File: src/rtl/mersenne_fold_reduce_pkg.sv
// Shared constants and width helpers for the Mersenne fold reducer.
// The optional canonicalising stage is enabled by defining SEEK_CANON_EN.
package mersenne_fold_reduce_pkg;

   localparam int unsigned KDefault  = 13;
   localparam int unsigned Datawidth = 2 * KDefault;

   // Modulus M = 2^k - 1.
   function automatic longint unsigned modulus(input int unsigned k);
      return (64'd1 << k) - 64'd1;
   endfunction

   // Output width of one fold: the wider addend plus a carry bit.
   function automatic int unsigned fold_width(input int unsigned iw, input int unsigned k);
      return (((iw - k) > k) ? (iw - k) : k) + 1;
   endfunction

   function automatic int unsigned lane_lsb(input int unsigned lane, input int unsigned w);
      return lane * w;
   endfunction

endpackage

File: src/rtl/mersenne_fold_reduce_fold.sv
// One Mersenne fold: low K bits plus the remaining high bits, full width (no truncation).
module mfr_fold
   import mersenne_fold_reduce_pkg::*;
#(
   parameter int unsigned IW = Datawidth,
   parameter int unsigned K  = KDefault
) (
   input  logic [IW-1:0]                x,
   output logic [fold_width(IW, K)-1:0] y
);

   localparam int unsigned OW = fold_width(IW, K);

   assign y = OW'(x[K-1:0]) + OW'(x[IW-1:K]);

endmodule

File: src/rtl/mersenne_fold_reduce.sv
// Multi-lane x mod (2^K-1) pipeline with per-stage valid/ready; two fold stages, plus a
// third stage mapping M to 0 when SEEK_CANON_EN is defined.
module mersenne_fold_reduce
   import mersenne_fold_reduce_pkg::*;
#(
   parameter int unsigned DW    = Datawidth,
   parameter int unsigned K     = KDefault,
   parameter int unsigned LANES = 1
) (
   input  logic                 clk,
   input  logic                 rst_n,
   input  logic                 in_valid,
   output logic                 in_ready,
   input  logic [LANES*DW-1:0]  in_data,
   output logic                 out_valid,
   input  logic                 out_ready,
   output logic [LANES*K-1:0]   out_data
);

   localparam int unsigned W1     = fold_width(DW, K);
   localparam int unsigned W2     = fold_width(W1, K);
   localparam logic [K-1:0] Mod   = K'(modulus(K));

   logic                 v1_q, v2_q;
   logic                 acc1, acc2;
   logic [LANES*W1-1:0]  s1_data_d, s1_data_q;
   logic [LANES*K-1:0]   s2_data_d, s2_data_q;

   for (genvar i = 0; i < LANES; i++) begin : g_lane
      logic [W2-1:0]   f2;
      logic [W2-K-1:0] f2_hi_unused;

      mfr_fold #(.IW(DW), .K(K)) u_fold1 (
         .x (in_data[lane_lsb(i, DW) +: DW]),
         .y (s1_data_d[lane_lsb(i, W1) +: W1])
      );

      mfr_fold #(.IW(W1), .K(K)) u_fold2 (
         .x (s1_data_q[lane_lsb(i, W1) +: W1]),
         .y (f2)
      );

      // Second fold never exceeds M, so its upper bits are always zero.
      assign s2_data_d[lane_lsb(i, K) +: K] = f2[K-1:0];
      assign f2_hi_unused                   = f2[W2-1:K];
   end

   assign acc1     = !v1_q || acc2;
   assign in_ready = acc1;

   always_ff @(posedge clk or negedge rst_n) begin
      if (!rst_n) begin
         v1_q      <= 1'b0;
         v2_q      <= 1'b0;
         s1_data_q <= '0;
         s2_data_q <= '0;
      end else begin
         if (acc1) begin
            v1_q <= in_valid;
            if (in_valid) s1_data_q <= s1_data_d;
         end
         if (acc2) begin
            v2_q <= v1_q;
            if (v1_q) s2_data_q <= s2_data_d;
         end
      end
   end

`ifdef SEEK_CANON_EN
   logic                v3_q;
   logic                acc3;
   logic [LANES*K-1:0]  s3_data_d, s3_data_q;

   for (genvar i = 0; i < LANES; i++) begin : g_canon
      assign s3_data_d[lane_lsb(i, K) +: K] =
         (s2_data_q[lane_lsb(i, K) +: K] == Mod) ? '0 : s2_data_q[lane_lsb(i, K) +: K];
   end

   assign acc3      = !v3_q || out_ready;
   assign acc2      = !v2_q || acc3;
   assign out_valid = v3_q;
   assign out_data  = s3_data_q;

   always_ff @(posedge clk or negedge rst_n) begin
      if (!rst_n) begin
         v3_q      <= 1'b0;
         s3_data_q <= '0;
      end else if (acc3) begin
         v3_q <= v2_q;
         if (v2_q) s3_data_q <= s3_data_d;
      end
   end
`else
   logic [K-1:0] mod_unused;

   assign mod_unused = Mod;
   assign acc2       = !v2_q || out_ready;
   assign out_valid  = v2_q;
   assign out_data   = s2_data_q;
`endif

endmodule

File: config.mk
export PLATFORM = sky130hd
export DESIGN_NAME = mersenne_fold_reduce
export DESIGN_NICKNAME = d
export VERILOG_FILES = /design/src/rtl/mersenne_fold_reduce_pkg.sv /design/src/rtl/mersenne_fold_reduce_fold.sv /design/src/rtl/mersenne_fold_reduce.sv
export SDC_FILE = /design/constraint.sdc
export NUM_CORES = 1
export LEC_CHECK = 0
export BUFFER_PORTS_ARGS = -buffer_cell sky130_fd_sc_hd__buf_2
export CELL_PAD_IN_SITES_DETAIL_PLACEMENT = 1
export CELL_PAD_IN_SITES_GLOBAL_PLACEMENT = 1
export CORE_ASPECT_RATIO = 0.8
export CORE_MARGIN = 5
export CORE_UTILIZATION = 35
export CTS_BUF_LIST = sky130_fd_sc_hd__clkbuf_16
export CTS_CLUSTER_DIAMETER = 40
export DETAILED_ROUTE_END_ITERATION = 10
export GPL_TIMING_DRIVEN = 0
export PLACE_DENSITY = 0.84
export SLEW_MARGIN = 20
export SYNTH_ARGS = -nofsm -noshare
export SYNTH_HDL_FRONTEND = slang
export SYNTH_SLANG_ARGS = --single-unit
File: constraint.sdc
create_clock -name clk -period 1.7 [get_ports clk]
set_input_delay 0.34 -clock clk [delete_from_list [all_inputs] [get_ports clk]]
set_output_delay 0.34 -clock clk [all_outputs]
set_load 0.03 [all_outputs]
Yosys cells after proc, flatten, opt, wreduce, memory -nomap -nowiden. Cells that the tools add are included.

Register bits after elaboration: 29. Input port bits: 30. Output and inout bits: 15. Logic and storage cells: 12.

$add $sub $neg: 2. Reduce and logical (&&, ||, !) cells: 6.

Operators by type and width (number): $add A13 B13 Y14 (1); $add A13 B1 Y13 (1); $reduce_and A2 Y1 (2); $logic_not A1 Y1 (2); $logic_or A1 B1 Y1 (2).

Logic depth before layout (Yosys ltp).
Word-level depth: 4. Gate-level depth with buffers: 8.

Cells and area by module. A second synthesis with hierarchy kept.

Cell total of the unflattened synthesis: 189. Area, all modules: 2148.3 µm².

By module, submodules not included: mersenne_fold_reduce (instances 1, cells each 64, area an instance 1194.9 µm², sequential area each 725.7 µm²); mfr_fold (g_lane[0].u_fold1) (instances 1, cells each 91, area an instance 686.9 µm², sequential area each 0.0 µm²); mfr_fold (g_lane[0].u_fold2) (instances 1, cells each 34, area an instance 266.5 µm², sequential area each 0.0 µm²).

Worst setup path after synthesis. OpenSTA, ideal clock, no wires.

Path type: input -> register. Start: input port in_data[0]. End: register s1_data_q[10]. Arrival time: 1798 ps. Slack: -167 ps. Stages: 8. Buffers on the path: 0. Path through: ha_1 -> inv_1 -> fa_1 -> nand2b_1 -> a21oi_2 -> o21ai_2 -> or4_1 -> nand3_1.

Longest elaborated chain between the ends: 1.

Ends and longest elaborated chain: from (decl) (RTL line mersenne_fold_reduce.sv:14) `input logic [LANES*DW-1:0] in_data,`; $add A13 B13 Y14 (RTL line mersenne_fold_reduce_fold.sv:14) `assign y = OW'(x[K-1:0]) + OW'(x[IW-1:K]);`; to (signal assigned) (RTL line mersenne_fold_reduce.sv:60) `if (in_valid) s1_data_q <= s1_data_d;`; to (decl) (RTL line mersenne_fold_reduce.sv:26) `logic [LANES*W1-1:0] s1_data_d, s1_data_q;`.

Every way passes these cells. A chain may end at the register's enable or synchronous reset.

Worst setup path after layout. Same ends and word-level chain as after synthesis.

==> metrics.txt <==
cell row count=24; total CTS buffers=5; status=complete, no violations; register area=726 µm²; clock skew=0.00411 ns; post-route cell area=0.00250 mm²; Buf/Inv on CP=2; port buffer count=44; async set or reset register ratio after synthesis=1.00; routability cong.=0.782; mean post-synth cell area=9.22 µm²; pwr dens=1150 mW/mm²; dpl ws=-0.321 ns; worst skew pair latency=0.28 ns; routed wire length=5040 µm; clk sinks=29; CTS Root Cell=clkbuf_16; Synth area leader=dfrtp_1; largest fanout on the critical path=3; Vias=1726; CP top delay family=simple AND/OR/NAND/NOR gates; layout cells sized above 1=0.326; Slew HR=0.569; top_reg_cell synth=dfrtp_1; Gate Count Post-Synth=206; Layout Nets=306; router iterations before antenna repair=4; setup slack, reg-to-reg=0.04 ns; Worst Setup Start Kind=input port; Period minus WS final=1.67 ns; Reg clk slew, reported paths=0.05 ns; final hold violation count=0; Layout fillers=633; syn_nets=252; FF+latch count, synth=29; Area Growth Syn to Fin=31.4%; static leakage=1.12 nW; FMAX=0.597 GHz; Critical R2R Capture=out_data[10]$_DFFE_PN0P_; Core ar.=0.00535 mm²; share of the synthesized area in the top cell type=0.382; Ant. Diodes=0; pin count of the biggest net entering global routing=30; RSZ-0062 raised after global routing=yes; number of global-route vias before repair=1814; Starting Density=0.355; VDD IR max=0.404 mV; clock buffer depth=2; sequential fraction of design power=0.347; count leader, synth=nand2_1; Die Ht=75.9 µm; Clock power frac=0.347; overall routing resource usage=0.151; Initial DRC Count=54; combinational fraction of design power=0.306; die width=92.4 µm; Synth warnings=0; DR WL/cell=15.5 µm; Critical R2R Launch=s1_data_q[0]$_DFFE_PN0P_; post-DP HPWL=3820 µm; drc violations=0; R2R depth=7; Sw Share=0.348; distinct cell type count after synthesis=44; initial antenna violation count=0; CP Cell Sequence=buf_8 -> ha_4 -> inv_2 -> fa_2 -> nand2b_4 -> a21oi_4 -> o21ai_4 -> or4_1 -> nand3_1; Synth area leaders=dfrtp_1 (38%), ha_1 (9.9%), nand2_1 (7.5%), xor2_1 (4.6%), o21ai_0 (4.0%); Max Cap Viol=0; critical path type=in -> reg; Slowest cell on crit path=or4_1; final setup vio count=0; Sum Neg Setup Slack=0 ns; CTS Hold Buffers Added=0; Post-DRT Antenna Nets=0; Cell Area, Placed=0.00223 mm²; number of synthesized flops with an enable pin=0; Critical Path AT=1.89 ns; total power=2.88 mW; die area=0.00701 mm²; Multi-input gate area=0.00120 mm²; CP Capture Type=flop; Sw Pwr=1.00 mW; first-pass GRT wire length=8390 µm; PnR worst setup slack=0.0251 ns; I/O Pins=45; required time worst endpoint=1.91 ns; average vias per placed instance=5.29; Internal=1.87 mW; Post-synth top cells=nand2_1 (38), dfrtp_1 (29), ha_1 (15), o21ai_0 (15), xor2_1 (10); Syn Std Cell Area=0.00190 mm²; Slew Limit Fails=0; max incr delay on CP=0.40 ns; WHS=0.0862 ns; CTS tree=yes; fin crit share=0.985; register area share after synthesis=0.382; worst-margin pin slew=0.647 ns; Congestion Overflow GR=0; H-tree depth=2; Hold Crit Class=in -> async
-- layer usage --
metal,global-route usage,vias to the layer above,wire [µm]
li1,-,842,-
met1,0.180,825,2260
met2,0.264,48,2430
met3,0.0355,11,236
met4,0.0692,0,115
met5,0,-,0
-- power groups by stage --
stage	clock [mW]	sequential, mW	combinational (mW)
after floorplan	0	1.17	0.404
after global placement	0	0.989	0.825
after detailed placement	0	1.01	0.853
after CTS	1.02	1.00	0.858
after global routing	1.06	1.03	0.975
final	0.997	0.999	0.880
-- repair_timing --
action                     in CTS  in global routing
setup buffers                   0                  3
setup endpoints to repair       5                  6
resized for setup               4                 12
pin swaps                       2                  9
-- sequential cells by signal (all words and copies together) (netlist names) --
name and count:
s1_data_q 14, out_data 13, out_valid 1, v1_q 1
-- cells by family (layout without fill, tap and decap cells) --
kind of cell	count (synthesis)	after routing	synth area share
buf+inv	13	68	0.0349
xor+xnor	16	16	0.0738
fa+ha+maj	16	16	0.109
flops	29	29	0.382
mux	3	3	0.0178
compound gates	53	53	0.192
simple gates	76	76	0.190
-- stage by stage --
stage           util  cells
6_report       0.467    326
3_5_place_dp   0.417    315
5_1_grt        0.467    326
3_3_place_gp   0.417    315
2_1_floorplan      -    206
4_1_cts        0.451    323
-- cell usage in the layout, fill, tap and decap left out, drive strengths merged, types with 7 or more instances in the layout --
cell    count
xor2       10
dfrtp      29
nand4       7
nor2        7
clkbuf      8
o21ai      20
a21oi      11
nand2      39
ha         15
buf        51
-- cell type report --
type | instances | area share
Timing Repair Buffer | 47 | 0.104
Inverter | 6 | 0.00902
Clock buffer | 5 | 0.0501
Sequential cell | 29 | 0.291
Multi-Input combinational cell | 164 | 0.480
Tap cell | 65 | 0.0326
Clock inverter | 3 | 0.0165
Buffer | 7 | 0.0175
-- worst max path at each step --
stage                                    from                   endpoint  slack (ns)  cells past startpoint
floorplan                          in_data[0]  s1_data_q[10]$_DFFE_PN0P_       -0.08                      8
global placement                   in_data[0]  s1_data_q[10]$_DFFE_PN0P_       -0.28                      9
detailed placement                 in_data[0]  s1_data_q[10]$_DFFE_PN0P_       -0.32                      9
CTS                                in_data[0]  s1_data_q[10]$_DFFE_PN0P_       0.002                      9
global route        s1_data_q[13]$_DFFE_PN0P_   out_data[10]$_DFFE_PN0P_       -0.08                      7
finish                             in_data[0]  s1_data_q[10]$_DFFE_PN0P_        0.03                      9
(Power assumes the default switching activity.)
